## src/rtl/fifo_wr_arb_if.sv

```systemverilog
// Write-side bundle between NREQ requesters, the arbiter and the FIFO write port.
// master: requester/FIFO side that drives beats and full flags; slave: the arbiter.
`timescale 1ns/1ps
interface fifo_wr_arb_if #(
  parameter int unsigned NREQ  = 4,
  parameter int unsigned DSIZE = 8
);
  logic [NREQ-1:0]       req_valid;
  logic [NREQ-1:0]       req_last;
  logic [NREQ*DSIZE-1:0] req_data;
  logic [NREQ-1:0]       req_ready;
  logic                  full;
  logic                  near_full;
  logic                  winc;
  logic [DSIZE-1:0]      wdata;
  logic [NREQ-1:0]       grant;
  logic                  busy;
  logic                  len_err;
  logic [2:0]            err_id;

  modport master (
    output req_valid, req_last, req_data, full, near_full,
    input  req_ready, winc, wdata, grant, busy, len_err, err_id
  );

  modport slave (
    input  req_valid, req_last, req_data, full, near_full,
    output req_ready, winc, wdata, grant, busy, len_err, err_id
  );
endinterface

```

## src/rtl/fifo_wr_arb.sv

```systemverilog
// Round-robin, packet-atomic arbiter sharing one FIFO write port among NREQ requesters.
// A packet starts only with two free entries and is force-ended after MAXBEAT beats.
`timescale 1ns/1ps
module fifo_wr_arb #(
  parameter int unsigned NREQ    = 4,
  parameter int unsigned DSIZE   = 8,
  parameter int unsigned MAXBEAT = 16
) (
  input  logic          clk,
  input  logic          rst_n,
  fifo_wr_arb_if.slave  bus
);

  localparam int unsigned PtrW = (NREQ > 1) ? $clog2(NREQ) : 1;
  localparam int unsigned CntW = $clog2(MAXBEAT + 1);

  typedef enum logic [0:0] {StIdle, StBurst} state_e;

  state_e            state_q, state_d;
  logic [NREQ-1:0]   grant_q, grant_d;
  logic [PtrW-1:0]   gnt_idx_q, gnt_idx_d;
  logic [PtrW-1:0]   rr_ptr_q, rr_ptr_d;
  logic [CntW-1:0]   beat_cnt_q, beat_cnt_d;
  logic              len_err_q, len_err_d;
  logic [2:0]        err_id_q, err_id_d;

  logic              pick_found;
  logic [PtrW-1:0]   pick_idx;
  logic [PtrW-1:0]   cand;
  logic [NREQ-1:0]   ready;
  logic              accept;
  logic              owner_last;

  // First valid requester scanning upward from the one after the last owner.
  always_comb begin
    pick_found = 1'b0;
    pick_idx   = '0;
    cand       = '0;
    for (int unsigned k = 1; k <= NREQ; k++) begin
      cand = PtrW'((32'(rr_ptr_q) + k) % NREQ);
      if (!pick_found && bus.req_valid[cand]) begin
        pick_found = 1'b1;
        pick_idx   = cand;
      end
    end
  end

  assign ready      = grant_q & {NREQ{~bus.full}};
  assign accept     = |(bus.req_valid & ready);
  assign owner_last = bus.req_last[gnt_idx_q];

  always_comb begin
    state_d    = state_q;
    grant_d    = grant_q;
    gnt_idx_d  = gnt_idx_q;
    rr_ptr_d   = rr_ptr_q;
    beat_cnt_d = beat_cnt_q;
    len_err_d  = len_err_q;
    err_id_d   = err_id_q;
    unique case (state_q)
      StIdle: begin
        if (pick_found && !bus.full && !bus.near_full) begin
          state_d    = StBurst;
          grant_d    = NREQ'(1) << pick_idx;
          gnt_idx_d  = pick_idx;
          beat_cnt_d = '0;
        end
      end
      StBurst: begin
        if (accept) begin
          beat_cnt_d = beat_cnt_q + CntW'(1);
          if (owner_last || beat_cnt_q == CntW'(MAXBEAT - 1)) begin
            state_d  = StIdle;
            grant_d  = '0;
            rr_ptr_d = gnt_idx_q;
            // Overrun: only the first offender is recorded.
            if (!owner_last) begin
              len_err_d = 1'b1;
              if (!len_err_q) err_id_d = 3'(gnt_idx_q);
            end
          end
        end
      end
      default: state_d = StIdle;
    endcase
  end

  always_ff @(posedge clk or negedge rst_n) begin
    if (!rst_n) begin
      state_q    <= StIdle;
      grant_q    <= '0;
      gnt_idx_q  <= '0;
      rr_ptr_q   <= PtrW'(NREQ - 1);
      beat_cnt_q <= '0;
      len_err_q  <= 1'b0;
      err_id_q   <= '0;
    end else begin
      state_q    <= state_d;
      grant_q    <= grant_d;
      gnt_idx_q  <= gnt_idx_d;
      rr_ptr_q   <= rr_ptr_d;
      beat_cnt_q <= beat_cnt_d;
      len_err_q  <= len_err_d;
      err_id_q   <= err_id_d;
    end
  end

  assign bus.req_ready = ready;
  assign bus.winc      = accept;
  assign bus.wdata     = bus.req_data[gnt_idx_q*DSIZE +: DSIZE];
  assign bus.grant     = grant_q;
  assign bus.busy      = (state_q == StBurst);
  assign bus.len_err   = len_err_q;
  assign bus.err_id    = err_id_q;

endmodule
```

## src/flat_wrapper.sv

```systemverilog
// flat-port wrapper written by rule: the top's interface ports become plain ports
module fifo_wr_arb_flat 
#(
  parameter int unsigned NREQ    = 4,
  parameter int unsigned DSIZE   = 8,
  parameter int unsigned MAXBEAT = 16
)
  (clk, rst_n, bus_req_valid, bus_req_last, bus_req_data, bus_full, bus_near_full, bus_req_ready, bus_winc, bus_wdata, bus_grant, bus_busy, bus_len_err, bus_err_id);
  fifo_wr_arb_if #(.NREQ(NREQ), .DSIZE(DSIZE)) bus_i ();
  input  logic clk;
  input  logic rst_n;
  input wire logic [$bits(bus_i.req_valid)-1:0] bus_req_valid;
  input wire logic [$bits(bus_i.req_last)-1:0] bus_req_last;
  input wire logic [$bits(bus_i.req_data)-1:0] bus_req_data;
  input wire logic [$bits(bus_i.full)-1:0] bus_full;
  input wire logic [$bits(bus_i.near_full)-1:0] bus_near_full;
  output wire logic [$bits(bus_i.req_ready)-1:0] bus_req_ready;
  output wire logic [$bits(bus_i.winc)-1:0] bus_winc;
  output wire logic [$bits(bus_i.wdata)-1:0] bus_wdata;
  output wire logic [$bits(bus_i.grant)-1:0] bus_grant;
  output wire logic [$bits(bus_i.busy)-1:0] bus_busy;
  output wire logic [$bits(bus_i.len_err)-1:0] bus_len_err;
  output wire logic [$bits(bus_i.err_id)-1:0] bus_err_id;
  assign bus_i.req_valid = bus_req_valid;
  assign bus_i.req_last = bus_req_last;
  assign bus_i.req_data = bus_req_data;
  assign bus_i.full = bus_full;
  assign bus_i.near_full = bus_near_full;
  assign bus_req_ready = bus_i.req_ready;
  assign bus_winc = bus_i.winc;
  assign bus_wdata = bus_i.wdata;
  assign bus_grant = bus_i.grant;
  assign bus_busy = bus_i.busy;
  assign bus_len_err = bus_i.len_err;
  assign bus_err_id = bus_i.err_id;
  fifo_wr_arb #(.NREQ(NREQ), .DSIZE(DSIZE), .MAXBEAT(MAXBEAT)) u_core (.clk(clk), .rst_n(rst_n), .bus(bus_i));
endmodule
```

## config.mk

```make
export PLATFORM = sky130hd
export DESIGN_NAME = fifo_wr_arb_flat
export DESIGN_NICKNAME = d
export VERILOG_FILES = /design/src/rtl/fifo_wr_arb_if.sv /design/src/rtl/fifo_wr_arb.sv /design/src/flat_wrapper.sv
export SDC_FILE = /design/constraint.sdc
export NUM_CORES = 1
export LEC_CHECK = 0
export ABC_AREA = 1
export BUFFER_PORTS_ARGS = -buffer_cell sky130_fd_sc_hd__buf_2
export CORE_UTILIZATION = 31
export CTS_CLUSTER_SIZE = 24
export DETAILED_ROUTE_END_ITERATION = 12
export MAX_ROUTING_LAYER = met4
export SYNTH_ARGS = -nofsm -noshare
export SYNTH_HDL_FRONTEND = slang
export SYNTH_SLANG_ARGS = --single-unit
```

## constraint.sdc

```tcl
create_clock -name clk -period 1.48 [get_ports clk]
set_input_delay 0.296 -clock clk [delete_from_list [all_inputs] [get_ports clk]]
set_output_delay 0.296 -clock clk [all_outputs]
set_load 0.05 [all_outputs]
```

== Word-level counts from Yosys, hierarchy flattened ==
Index checks and enable logic that the tools add are counted.

* Divide/modulo/power cells: 0
* Eq/ne operators: 4
* $mul: 0
* Bitwise gates (word level): 6
* Magnitude comparators: 5
* Shift-type cells: 2
* Add/sub/neg operators: 5
* Reduce and logical (&&, ||, !) cells: 18
* Muxes and demuxes: 29

{| class="wikitable"
|+ Operators by type and width
! kind !! count
|-
| 32-bit by 6-bit indexed part select with 8-bit output || 1
|-
| 2-bit by 3-bit less-than comparator with 1-bit output, second input constant || 5
|-
| 1-bit 2-to-1 mux || 12
|-
| 4-bit 2-to-1 mux || 3
|-
| 1-bit binary-select mux with 2-bit select || 5
|-
| 5-bit 2-to-1 mux || 2
|-
| 5-bit one-hot mux with 2 select lines || 1
|-
| 4-bit AND || 2
|-
| 2-bit 2-to-1 mux || 4
|-
| 4-bit one-hot mux with 2 select lines || 1
|-
| 3-bit AND reduction || 2
|-
| 5-bit by 1-bit adder with 5-bit output, second input constant || 1
|-
| 5-bit by 4-bit equality test with 1-bit output, second input constant || 1
|-
| 1-bit logical AND || 5
|-
| 1-bit logical NOT || 5
|-
| 5-bit AND reduction || 1
|-
| 2-bit by 1-bit adder with 2-bit output, second input constant || 2
|-
| 2-bit adder, second input constant || 2
|-
| 2-bit != test, second input constant || 2
|-
| 1-bit NOT || 4
|-
| 2-bit AND reduction || 2
|-
| 4-bit AND reduction || 1
|-
| 4-bit OR reduction || 1
|-
| 1-bit by 2-bit left shift with 4-bit output, first input constant || 1
|-
| other kinds (3) || 3
|}

* Bits in registers: 17
* Memory bits (read-only): 0
* Memories: 0
* Output and inout port bits: 22
* Latch bits: 0
* RAM bits: 0

== Longest topological paths before layout ==
Gate-level depths: netlist (run 1).

* Depth in word-level cells: 17
* Gate-level depth with buffers: 13

== Least setup slack after synthesis (run 1) ==
OpenSTA, ideal clock, no wires.

* Path kind: register to register
* Start point: register u_core.grant_q[0] (netlist: u_core.bus.grant[0])
* End point: register u_core.beat_cnt_q[0]
* Setup slack: -0.825 ns
* Required time: 1.357 ns
* Arrival: 2.182 ns
* Stages on the path, launching flop included: 10
* Path buffers: 0
* Period minus slack after synthesis: 2.305 ns
* Path through: dfrtp_1 -> inv_1 -> nor2_1 -> nand2_1 -> nand2_1 -> nor2_1 -> nor2_1 -> inv_1 -> nand2_1 -> a21oi_1

* Word-level cells in the longest chain between the ends: 5

{| class="wikitable"
|+ RTL lines
! item !! line !! text
|-
| start: declaration || fifo_wr_arb.sv:20 || <nowiki>logic [NREQ-1:0] grant_q, grant_d;</nowiki>
|-
| start signal: assignment || fifo_wr_arb.sv:99 || <nowiki>grant_q <= grant_d;</nowiki>
|-
| 4-bit AND || fifo_wr_arb.sv:48 || <nowiki>assign ready = grant_q & {NREQ{~bus.full}};</nowiki>
|-
| named net bus_req_ready[0] || flat_wrapper.sv:17 || <nowiki>output wire logic [$bits(bus_i.req_ready)-1:0] bus_req_ready;</nowiki>
|-
| 4-bit AND || fifo_wr_arb.sv:49 || <nowiki>assign accept = |(bus.req_valid & ready);</nowiki>
|-
| 4-bit OR reduction || fifo_wr_arb.sv:49 ||
|-
| 2-bit != test (no source line) || - ||
|-
| 2-bit AND reduction (no source line) || - ||
|-
| end signal: assignment || fifo_wr_arb.sv:102 || <nowiki>beat_cnt_q <= beat_cnt_d;</nowiki>
|-
| end: declaration || fifo_wr_arb.sv:23 || <nowiki>logic [CntW-1:0] beat_cnt_q, beat_cnt_d;</nowiki>
|}

The timed path passes the listed nets, and every way through them passes these cells.
A chain may end at the register's enable or synchronous reset.

== Worst setup path in the final report (run 1) ==
* Start point: register u_core.rr_ptr_q[0]
* End point: register u_core.grant_q[2] (netlist: u_core.bus.grant[2])

* Word-level cells in the longest chain between the ends: 17

{| class="wikitable"
|+ RTL lines
! item !! line !! text
|-
| start: declaration || fifo_wr_arb.sv:22 || <nowiki>logic [PtrW-1:0] rr_ptr_q, rr_ptr_d;</nowiki>
|-
| start signal: assignment || fifo_wr_arb.sv:93 || <nowiki>rr_ptr_q <= PtrW'(NREQ - 1);</nowiki>
|-
| start signal: assignment || fifo_wr_arb.sv:101 || <nowiki>rr_ptr_q <= rr_ptr_d;</nowiki>
|-
| 2-bit by 1-bit adder with 2-bit output || fifo_wr_arb.sv:40 || <nowiki>cand = PtrW'((32'(rr_ptr_q) + k) % NREQ);</nowiki>
|-
| 1-bit binary-select mux with 2-bit select || fifo_wr_arb.sv:41 || <nowiki>if (!pick_found && bus.req_valid[cand]) begin</nowiki>
|-
| 1-bit 2-to-1 mux (implied by the code) || fifo_wr_arb.sv:41 ||
|-
| 1-bit 2-to-1 mux || fifo_wr_arb.sv:41 ||
|-
| 1-bit logical NOT || fifo_wr_arb.sv:41 ||
|-
| 1-bit logical AND || fifo_wr_arb.sv:41 ||
|-
| 1-bit 2-to-1 mux || fifo_wr_arb.sv:41 ||
|-
| 1-bit logical NOT || fifo_wr_arb.sv:41 ||
|-
| 1-bit logical AND || fifo_wr_arb.sv:41 ||
|-
| 1-bit 2-to-1 mux || fifo_wr_arb.sv:41 ||
|-
| 1-bit logical NOT || fifo_wr_arb.sv:41 ||
|-
| 1-bit logical AND || fifo_wr_arb.sv:41 ||
|-
| 1-bit 2-to-1 mux || fifo_wr_arb.sv:41 ||
|-
| 1-bit logical AND (2 in series) || fifo_wr_arb.sv:62 || <nowiki>if (pick_found && !bus.full && !bus.near_full) begin</nowiki>
|-
| 2-bit by 1-bit != test with 1-bit output (no source line) || - ||
|-
| 3-bit AND reduction (no source line) || - ||
|}

Several ways; a longest one is shown, not always the timed one. The select of a mux whose other input is x is not followed.

==> summary.md, run 1 <==
| Metric | Value |
|---|---|
| DRC | 0 |
| Largest net degree at the start of global routing | 21 |
| Post-DP HPWL | 3.24 mm |
| Maximum clock path buffer count | 2 |
| CTS tree | yes |
| Startpoint types | flip-flop |
| WL final | between 4 and 5 mm |
| N_diodes | 0 |
| Post-synthesis cell type count | 30 |
| PnR worst setup slack | -0.250 ns |
| Post-Syn Area | 0.00140 mm^2 |
| IO Port Bufs | 64 |
| Core ar. | roughly 0.0044 mm^2 |
| Setup TNS | -4.48 ns |
| FP Rows | 24 |
| Initial antenna violation count | 0 |
| Layout filler cell count | 338 |
| Post-Syn Nets | roughly 260 |
| Worst Tran Pin Value | 0.862 ns |
| Mapped Cells | about 220 |
| Sequential cell area | 434 um^2 |
| CTS H-Tree Depth | 1 |
| Congestion Overflow GR | 0 |
| Die area | 0.00478 mm^2 |
| Hold Crit Class | in2async |
| Tcrit/Tclk final | 117% |
| All-Layer GR Usage | 18.2% |
| #FFs+latches synth | 17 |
| Root buf cell | clkbuf_8 |
| Syn avg cell area | 6.50 um^2 |
| Clock skew | around 0.0063 ns |
| RSZ-0062 raised after global routing | yes |
| Cells along the critical path | inv_4, nand2_2, nand3_1, nand2_2, inv_2, nor2_4, nand3_4, nand2_8, nor2_4, nand2_1, nand2_1 |
| Initial Utilization | 32.1% |
| Slowest-stage cell, CP | dfstp_2 |
| Maximum clock frequency | 578 MHz |
| Crit path time final | roughly 1.7 ns |
| First-pass GRT wire length | 7.15 mm |
| Synthesis-to-layout area growth | 95.1% |
| Max Cap Viol | 0 |
| YS warnings | 0 |
| Layout Cells excl Fill | between 300 and 400 |
| Crit path arrival time | around 1.9 ns |
| Crit Path Max Fanout | 8 |
| Via count | 1784 |
| Worst-Skew Late Latency | 0.25 ns |
| Final #Nets | around 360 |
| Pleak | 1.26 nW |
| VDD IR max | between 1000 and 1500 uV |
| Final Hold Violating Endpoints | 0 |
| Routability congestion estimate from global placement | 0.886 |
| Vias per inst | ~4.9 |
| Final setup viols | 26 |
| TritonCTS Buffers | 3 |
| TritonRoute pass-1 iters | 5 |
| Failing checks | setup timing |
| Kind of critical path | reg2reg |
| CP endpoint kind | flip-flop |
| Slew margin rel. | 42.1% |
| Status | finished with violations |
| Worst EP required | between 1.5 and 2 ns |
| Vias in the first global route | 1752 |
| DRT antenna net count | 0 |
| Die Height | 69.1 um |
| Area taken by multi-input logic gates | 0.00131 mm^2 |
| Max-slew violations | 0 |
| Power per cell area | approximately 2300 mW/mm^2 |
| Layout cells sized above 1 | 71.1% |
| Register area share after synthesis | between 30% and 40% |
| WL per Instance | 13.2 um |
| Clock-pin slew on the worst setup and hold paths | around 0.070 ns |
| Dpl cells | 346 |
| 1st-iter DRT viols | 70 |
| Slowest stage delay, CP | 0.63 ns |
| Die X | 69.1 um |
| IO Pins | 66 |
| CTS sink cnt | 17 |
-- placed cells by master (no fill, tap or decap), types with 4 or more instances in the layout --
| master | n |
|---|---|
| buf_2 | 55 |
| inv_2 | 11 |
| o22ai_4 | 8 |
| nand3_2 | 9 |
| nor2_4 | 19 |
| dfrtp_1 | 10 |
| o21ai_2 | 11 |
| nand3_1 | 7 |
| a21oi_2 | 4 |
| nand2_2 | 23 |
| dfrtp_2 | 5 |
| nor2_2 | 8 |
| nand2_1 | 44 |
| buf_4 | 24 |
| buf_6 | 13 |
| o21ai_1 | 8 |
| inv_1 | 8 |
| o21ai_4 | 5 |
| nand2_4 | 6 |
-- cells by family (layout without fill, tap and decap cells) --
group                      count (synthesis)  count (layout)  synth area share, %
xor gates and xnor gates                   2               2                 1.25
adders and majority gates                  2               2                 1.79
other                                      1               1                0.268
buffers and inverters                     32             127                 10.4
AOI/OAI and AO/OA                         39              39                 15.2
DFF                                       17              17                 30.6
and+or+nand+nor                          122             123                 40.5
-- cells in the mapped netlist --
master / number / area (um^2)
clkbuf_1: 4 / 15.0
nand3_1: 14 / 70.1
nor2_2: 1 / 6.26
a21boi_0: 1 / 7.51
a21oi_2: 1 / 8.76
buf_6: 1 / 11.3
nor2_4: 1 / 11.3
or2_1: 1 / 6.26
ha_1: 2 / 25.0
a31oi_1: 1 / 6.26
conb_1: 1 / 3.75
nand2_1: 60 / 225
nand2_4: 5 / 56.3
xnor2_1: 1 / 8.76
buf_4: 1 / 7.51
xor2_1: 1 / 8.76
buf_2: 2 / 10.0
nand2_2: 8 / 50.1
o22ai_1: 8 / 50.1
buf_8: 1 / 15.0
o21ai_0: 19 / 95.1
inv_1: 18 / 67.6
dfrtp_1: 15 / 375
nand3_2: 3 / 30.0
nor2_1: 28 / 105
dfstp_2: 2 / 52.6
a21oi_1: 3 / 15.0
nor3_1: 1 / 5.00
o21ai_1: 6 / 30.0
inv_2: 5 / 18.8
-- power by group --
part	switching, mW	internal, mW	total (mW)
Combinational	2.99	2.02	5.01
Sequential	0.171	0.654	0.825
Clock	0.162	0.187	0.349
-- area by class of cell --
class | instances | area share (%)
clock inverter | 1 | 0.184
clock buffer | 3 | 1.51
inverter | 23 | 4.41
timing repair buffer | 99 | 27.0
tap | 52 | 2.39
timing repair inverter | 1 | 0.597
multi-input combinational | 167 | 48.0
sequential | 17 | 15.9
-- state kept, by name, summed over array words and instances, names as in the netlist --
| signal | cells |
|---|---|
| u_core.bus.len_err | 1 |
| u_core.bus.grant | 4 |
| u_core.bus.busy | 1 |
| u_core.gnt_idx_q | 2 |
| u_core.beat_cnt_q | 5 |
| u_core.rr_ptr_q | 2 |
| u_core.bus.err_id | 2 |
-- critical path: cells and delay by family, from the launching register on --
kind | cells | cell delay, ns
and+or+nand+nor | 9 | 0.86
DFF | 1 | 0.63
buffers and inverters | 2 | 0.13
-- worst paths after layout --
| kind | from | endpoint | slack (ns) | depth (start not counted) |
|---|---|---|---|---|
| setup / recovery | u_core.rr_ptr_q[0]$_DFFE_PN1P_ | u_core.bus.grant[2]$_DFFE_PN0P_ | -0.25 | 11 |
| hold / removal | rst_n | u_core.beat_cnt_q[3]$_DFFE_PN0P_ | 0.49 | 2 |
| setup reg to reg | u_core.rr_ptr_q[0]$_DFFE_PN1P_ | u_core.bus.grant[2]$_DFFE_PN0P_ | -0.25 | 11 |
| hold reg to reg | u_core.bus.len_err$_DFFE_PN0P_ | u_core.bus.len_err$_DFFE_PN0P_ | 0.50 | 2 |
| max in group asynchronous | rst_n | u_core.rr_ptr_q[0]$_DFFE_PN1P_ | 0.67 | 2 |
| min in group clk | u_core.bus.len_err$_DFFE_PN0P_ | u_core.bus.len_err$_DFFE_PN0P_ | 0.50 | 2 |
-- routing by layer --
| layer | track usage, % | vias to the layer above | routed length [um] |
|---|---|---|---|
| met5 | - | - | 0 |
| met4 | 5.90 | 0 | 93 |
| met2 | 31.2 | 44 | 2570 |
| met3 | 2.19 | 14 | 146 |
| li1 | - | 884 | - |
| met1 | 22.2 | 842 | 1960 |
-- stage by stage --
step	instance area [um^2]	setup slack, ns	hold WS (ns)	util, %	power [mW]
floorplan	1620	-0.157	0.000409	-	3.57
global placement	2110	-0.174	0.239	48.6	4.43
detailed placement	2110	-0.233	0.233	48.6	4.46
CTS	2390	-0.195	0.493	54.9	5.41
global route	2730	-0.334	0.522	62.6	6.55
finish	2730	-0.250	0.488	62.6	6.18
-- repair_timing --
action / 4_1_cts / 5_1_grt
hold endpoints to repair: 15 / 0
setup buffers: 7 / 2
resized for setup: 65 / 64
hold buffers: 1 / 0
setup endpoints to repair: 25 / 26
cloned: 1 / 3
pin swaps: 7 / 36
Power figures use the tool's default switching activity.
==> inputs of run 2 (changes only) <==
Settings changed: CTS_CLUSTER_SIZE 24 to default.
Clock period 1.48 ns to 2.1 ns, I/O delays scaled along.
==> summary.md, run 2 (synthesized netlist as in run 1, its figures left out) <==
| Metric | Value |
|---|---|
| N_diodes | 0 (unchanged) |
| VDD IR max | 680 uV (was 1060 uV) |
| Dpl cells | 325 (was 346) |
| Resize count post-CTS | 0 (was 65) |
| Power Total | 2.85 mW (was 6.18 mW) |
| DRC | 0 (unchanged) |
| 1st-iter DRT viols | 72 (was 70) |
| Root buf cell | clkbuf_8 (unchanged) |
| DRT antenna net count | 0 (unchanged) |
| Via count | 1525 (was 1784) |
| Routability congestion estimate from global placement | 0.803 (was 0.886) |
| Initial Utilization | 32.1% (unchanged) |
| Crit path arrival time | 1.57 ns (was 1.87 ns) |
| Layout cells sized above 1 | 39.4% (was 71.1%) |
| Cells along the critical path | clkinvlp_4, o21ai_0, o22ai_2, buf_2 (was inv_4, nand2_2, nand3_1, nand2_2, inv_2, nor2_4, nand3_4, nand2_8, nor2_4, nand2_1, nand2_1) |
| Power per cell area | 1540 mW/mm^2 (was 2270 mW/mm^2) |
| Vias per inst | 4.64 (was 4.91) |
| RSZ-0062 raised after global routing | no (was yes) |
| IO Pins | 66 (unchanged) |
| First-pass GRT wire length | 6.13 mm (was 7.15 mm) |
| Initial antenna violation count | 0 (unchanged) |
| Hold Buf Count CTS | 0 (was 1) |
| Slowest stage delay, CP | 0.39 ns (was 0.63 ns) |
| Register with the most flip-flops | u_core.beat_cnt_q (unchanged) |
| Layout filler cell count | 464 (was 338) |
| Max Cap Viol | 0 (unchanged) |
| Die Height | 69.1 um (unchanged) |
| CTS tree | yes (unchanged) |
| CTS H-Tree Depth | 1 (unchanged) |
| Post-CTS Setup Repair Bufs | 0 (was 7) |
| Crit Path Max Fanout | 20 (was 8) |
| Die X | 69.1 um (unchanged) |
| CTS sink cnt | 17 (unchanged) |
| Max reg flops | 5 (unchanged) |
| IO Port Bufs | 64 (unchanged) |
| Final #Nets | 324 (was 358) |
| Layout Cells excl Fill | 329 (was 363) |
| Kind of critical path | reg2out (was reg2reg) |
| Largest net degree at the start of global routing | 21 (unchanged) |
| Core ar. | 0.00435 mm^2 (unchanged) |
| Setup TNS | 0 ns (was -4.48 ns) |
| WL per Instance | 11.2 um (was 13.2 um) |
| FP Rows | 24 (unchanged) |
| Post-DP HPWL | 2.84 mm (was 3.24 mm) |
| Clock skew | 0.00141 ns (was 0.00627 ns) |
| Synthesis-to-layout area growth | 32.3% (was 95.1%) |
| Slowest-stage cell, CP | dfrtp_1 (was dfstp_2) |
| Max-slew violations | 0 (unchanged) |
| All-Layer GR Usage | 15.8% (was 18.2%) |
| Maximum clock frequency | between 500 and 600 MHz |
| Dpl cell area | 0.00180 mm^2 (was 0.00211 mm^2) |
| Vias in the first global route | 1394 (was 1752) |
| Sum of buffers and inverters on the critical path | 2 (unchanged) |
| Most frequent cells in the layout | buf_2, nand2_1, nor2_1 (was buf_2, nand2_1, buf_4) |
| Congestion Overflow GR | 0 (unchanged) |
| Tcrit/Tclk final | 94.5% |
| Startpoint types | flip-flop (unchanged) |
| Hold Crit Class | in2async (unchanged) |
| Clock-pin slew on the worst setup and hold paths | 0.06 ns (was 0.07 ns) |
| CP endpoint kind | primary output (was flip-flop) |
| Worst EP required | 1.68 ns (was 1.62 ns) |
| Final Hold Violating Endpoints | 0 (unchanged) |
| Worst-Skew Late Latency | 0.25 ns (about the same) |
| Delay-heaviest family, CP | buffers and inverters (was simple AND/OR/NAND/NOR gates) |
| TritonCTS Buffers | 3 (unchanged) |
| Pleak | 0.985 nW (was 1.26 nW) |
| Final setup viols | 0 (was 26) |
| Maximum clock path buffer count | 2 (unchanged) |
| Status | complete, no violations (was finished with violations) |
| WL final | 3.70 mm (was 4.78 mm) |
| Die area | 0.00478 mm^2 (unchanged) |
| Fin area | 0.00185 mm^2 (was 0.00273 mm^2) |
| Commonest non-fill, non-tap cell in the layout | buf_2 (unchanged) |
| TritonRoute pass-1 iters | 5 (unchanged) |
| Crit path time final | slightly below 2 ns |
[run 2: cell type report]
cell class                      count  area, um^2  share of cell area, %
Sequential cell                    17         428                   23.1
Tap cell                           52        65.1                   3.52
Timing Repair Buffer               67         343                   18.5
Inverter                           23        90.1                   4.87
Clock buffer                        4        45.0                   2.44
Multi-Input combinational cell    166         878                   47.5
[run 2: path summary, 6_finish.rpt]
check,from,endpoint,slack (ns),cells past startpoint
worst max-delay path,u_core.gnt_idx_q[0]$_DFFE_PN0P_,bus_wdata[0],0.11,4
worst min-delay path,rst_n,u_core.beat_cnt_q[0]$_DFFE_PN0P_,0.09,1
worst max register to register,u_core.rr_ptr_q[0]$_DFFE_PN1P_,u_core.beat_cnt_q[0]$_DFFE_PN0P_,0.31,10
worst min register to register,u_core.bus.len_err$_DFFE_PN0P_,u_core.bus.len_err$_DFFE_PN0P_,0.49,2
max in group asynchronous,rst_n,u_core.rr_ptr_q[0]$_DFFE_PN1P_,1.69,1
min in group clk,u_core.bus.len_err$_DFFE_PN0P_,u_core.bus.len_err$_DFFE_PN0P_,0.49,2
[run 2: where the power goes]
part	internal (mW)	switching, mW
combinational	0.588	1.41
clock	0.134	0.107
sequential	0.455	0.150
total	1.18	1.67
[run 2: per-layer routing]
metal	vias to the layer above	track usage, %	part of all wire [%]
met5	-	-	0
met1	678	19.3	47
met2	34	27.2	50
li1	811	-	-
met4	0	4.54	0.32
met3	2	2.05	3.3
[run 2: per-stage QoR]
stage               util [%]  hold WS, ns  setup slack (ns)
finish                  42.5       0.0883             0.115
detailed placement      41.4        0.370             0.302
floorplan                  -        0.124           -0.0354
global route            42.5        0.120            0.0288
CTS                     42.4       0.0930            0.0372
global placement        41.4        0.366             0.311
==> inputs of run 3 (changes only) <==
Settings changed: PLACE_DENSITY from default to 0.56.
==> summary.md, run 3 (synthesized netlist as in run 1, its figures left out) <==
| Metric | Value |
|---|---|
| Pre-CTS setup slack | 0.258 ns (was 0.302 ns) |
| CTS H-Tree Depth | 1 (unchanged) |
| N_diodes | 0 (unchanged) |
| Commonest non-fill, non-tap cell in the layout | buf_2 (unchanged) |
| Maximum clock frequency | 511 MHz (was 504 MHz) |
| IO Pins | 66 (unchanged) |
| Largest net degree at the start of global routing | 21 (unchanged) |
| Vias per inst | 4.63 (was 4.64) |
| Clock-pin slew on the worst setup and hold paths | 0.06 ns (about the same) |
| IO Port Bufs | 64 (unchanged) |
| Post-CTS Setup Repair Bufs | 0 (unchanged) |
| Crit path time final | 1.96 ns (was 1.99 ns) |
| Max Cap Viol | 0 (unchanged) |
| Final setup viols | 0 (unchanged) |
| Final #Nets | 325 (was 324) |
| Dpl cells | 325 (unchanged) |
| Most frequent cells in the layout | buf_2, nand2_1, nor2_1 (unchanged) |
| DRC | 0 (unchanged) |
| Fin area | 0.00186 mm^2 (was 0.00185 mm^2) |
| DRT antenna net count | 0 (unchanged) |
| Die area | 0.00478 mm^2 (unchanged) |
| Dpl cell area | 0.00180 mm^2 (unchanged) |
| RSZ-0062 raised after global routing | no (unchanged) |
| P_int | 1.19 mW (was 1.18 mW) |
| CTS sink cnt | 17 (unchanged) |
| Routability congestion estimate from global placement | 0.792 (was 0.803) |
| VDD IR max | 663 uV (was 680 uV) |
| Power Total | 2.87 mW (was 2.85 mW) |
| Switching Share | 58.6% (about the same) |
| Vias in the first global route | 1416 (was 1394) |
| Kind of critical path | reg2out (unchanged) |
| Startpoint types | flip-flop (unchanged) |
| Max-slew violations | 0 (unchanged) |
| Tcrit/Tclk final | 93.1% (was 94.5%) |
| Pleak | 0.985 nW (about the same) |
| Clock skew | 0.00249 ns (was 0.00141 ns) |
| Crit Path Max Fanout | 18 (was 20) |
| NetSw | 1.68 mW (was 1.67 mW) |
| Maximum clock path buffer count | 2 (unchanged) |
| Hold Crit Class | in2async (unchanged) |
| Post-DP HPWL | 2.86 mm (was 2.84 mm) |
| Core ar. | 0.00435 mm^2 (unchanged) |
| Final Hold Violating Endpoints | 0 (unchanged) |
| Crit path arrival time | 1.54 ns (was 1.57 ns) |
| Layout Cells excl Fill | 330 (was 329) |
| Final core utilization | 42.6% (was 42.5%) |
| Clock power frac | 8.3% (was 8.5%) |
| FP Rows | 24 (unchanged) |
| WL final | 3.69 mm (was 3.70 mm) |
| Congestion Overflow GR | 0 (unchanged) |
| Root buf cell | clkbuf_8 (unchanged) |
| Initial Utilization | 32.1% (unchanged) |
| Initial antenna violation count | 0 (unchanged) |
| Layout cells sized above 1 | 39.2% (was 39.4%) |
| Comb pwr share | 71.0% (was 70.2%) |
| Via count | 1529 (was 1525) |
| Worst-Skew Late Latency | 0.25 ns (about the same) |
| 1st-iter DRT viols | 84 (was 72) |
| WL per Instance | 11.2 um (about the same) |
| Worst EP required | 1.68 ns (about the same) |
| Die X | 69.1 um (unchanged) |
| CTS tree | yes (unchanged) |
| First-pass GRT wire length | 6.15 mm (was 6.13 mm) |
| Register with the most flip-flops | u_core.beat_cnt_q (unchanged) |
| CP endpoint kind | primary output (unchanged) |
| All-Layer GR Usage | 15.9% (was 15.8%) |
| Power per cell area | 1550 mW/mm^2 (was 1540 mW/mm^2) |
| Synthesis-to-layout area growth | 32.9% (was 32.3%) |
| Seq pwr share | 20.7% (was 21.3%) |
| Status | complete, no violations (unchanged) |
| TritonRoute pass-1 iters | 6 (was 5) |
| Max reg flops | 5 (unchanged) |
| PnR worst setup slack | 0.145 ns (was 0.115 ns) |
| TritonCTS Buffers | 3 (unchanged) |
| Die Height | 69.1 um (unchanged) |
## run 3: routing by layer
layer	vias up	share of wire, %	global-route usage [%]
met4	0	0	4.08
met2	32	49	26.1
li1	808	-	-
met3	0	3.5	3.07
met5	-	0	-
met1	689	48	20.2
## run 3: final timing paths
kind / from / endpoint / slack [ns] / depth (start not counted)
min: rst_n / u_core.beat_cnt_q[4]$_DFFE_PN0P_ / 0.08 / 1
min in group clk: u_core.bus.len_err$_DFFE_PN0P_ / u_core.bus.len_err$_DFFE_PN0P_ / 0.48 / 2
max: u_core.gnt_idx_q[0]$_DFFE_PN0P_ / bus_wdata[3] / 0.14 / 4
max reg2reg: u_core.rr_ptr_q[0]$_DFFE_PN1P_ / u_core.bus.grant[0]$_DFFE_PN0P_ / 0.27 / 11
max in group asynchronous: rst_n / u_core.rr_ptr_q[0]$_DFFE_PN1P_ / 1.71 / 1
min reg2reg: u_core.bus.len_err$_DFFE_PN0P_ / u_core.bus.len_err$_DFFE_PN0P_ / 0.48 / 2
## run 3: repair_timing
action	4_1_cts	5_1_grt
gates resized for setup	0	4
endpoints found under the setup margin	0	8
hold buffers	0	0
## run 3: worst max-delay path, stage by stage (launching register included)
cell	delay [ns]
dfrtp_1	0.47
buf_4	0.26
o21ai_0	0.13
o22ai_2	0.15
buf_2	0.28
## run 3: layout make-up
type	count	area (um^2)
Timing Repair Buffer	67	343
Tap cell	52	65.1
Multi-Input combinational cell	166	878
Fill cell	465	2500
Inverter	23	90.1
Sequential cell	17	428
Timing Repair inverter	1	7.51
Clock buffer	4	45.0
## run 3: stage by stage
step	setup TNS, ns	hold WS (ns)
global placement	0	0.367
global route	0	0.108
CTS	0	0.0873
detailed placement	0	0.365
floorplan	-0.0354	0.124
finish	0	0.0782
## run 3: power groups by stage
| stage | sequential (mW) | combinational, mW | clock [mW] |
|---|---|---|---|
| global placement | 0.591 | 2.03 | 0 |
| CTS | 0.581 | 2.04 | 0.252 |
| floorplan | 0.651 | 1.57 | 0 |
| finish | 0.594 | 2.04 | 0.239 |
| detailed placement | 0.585 | 2.03 | 0 |
| global route | 0.614 | 2.24 | 0.266 |
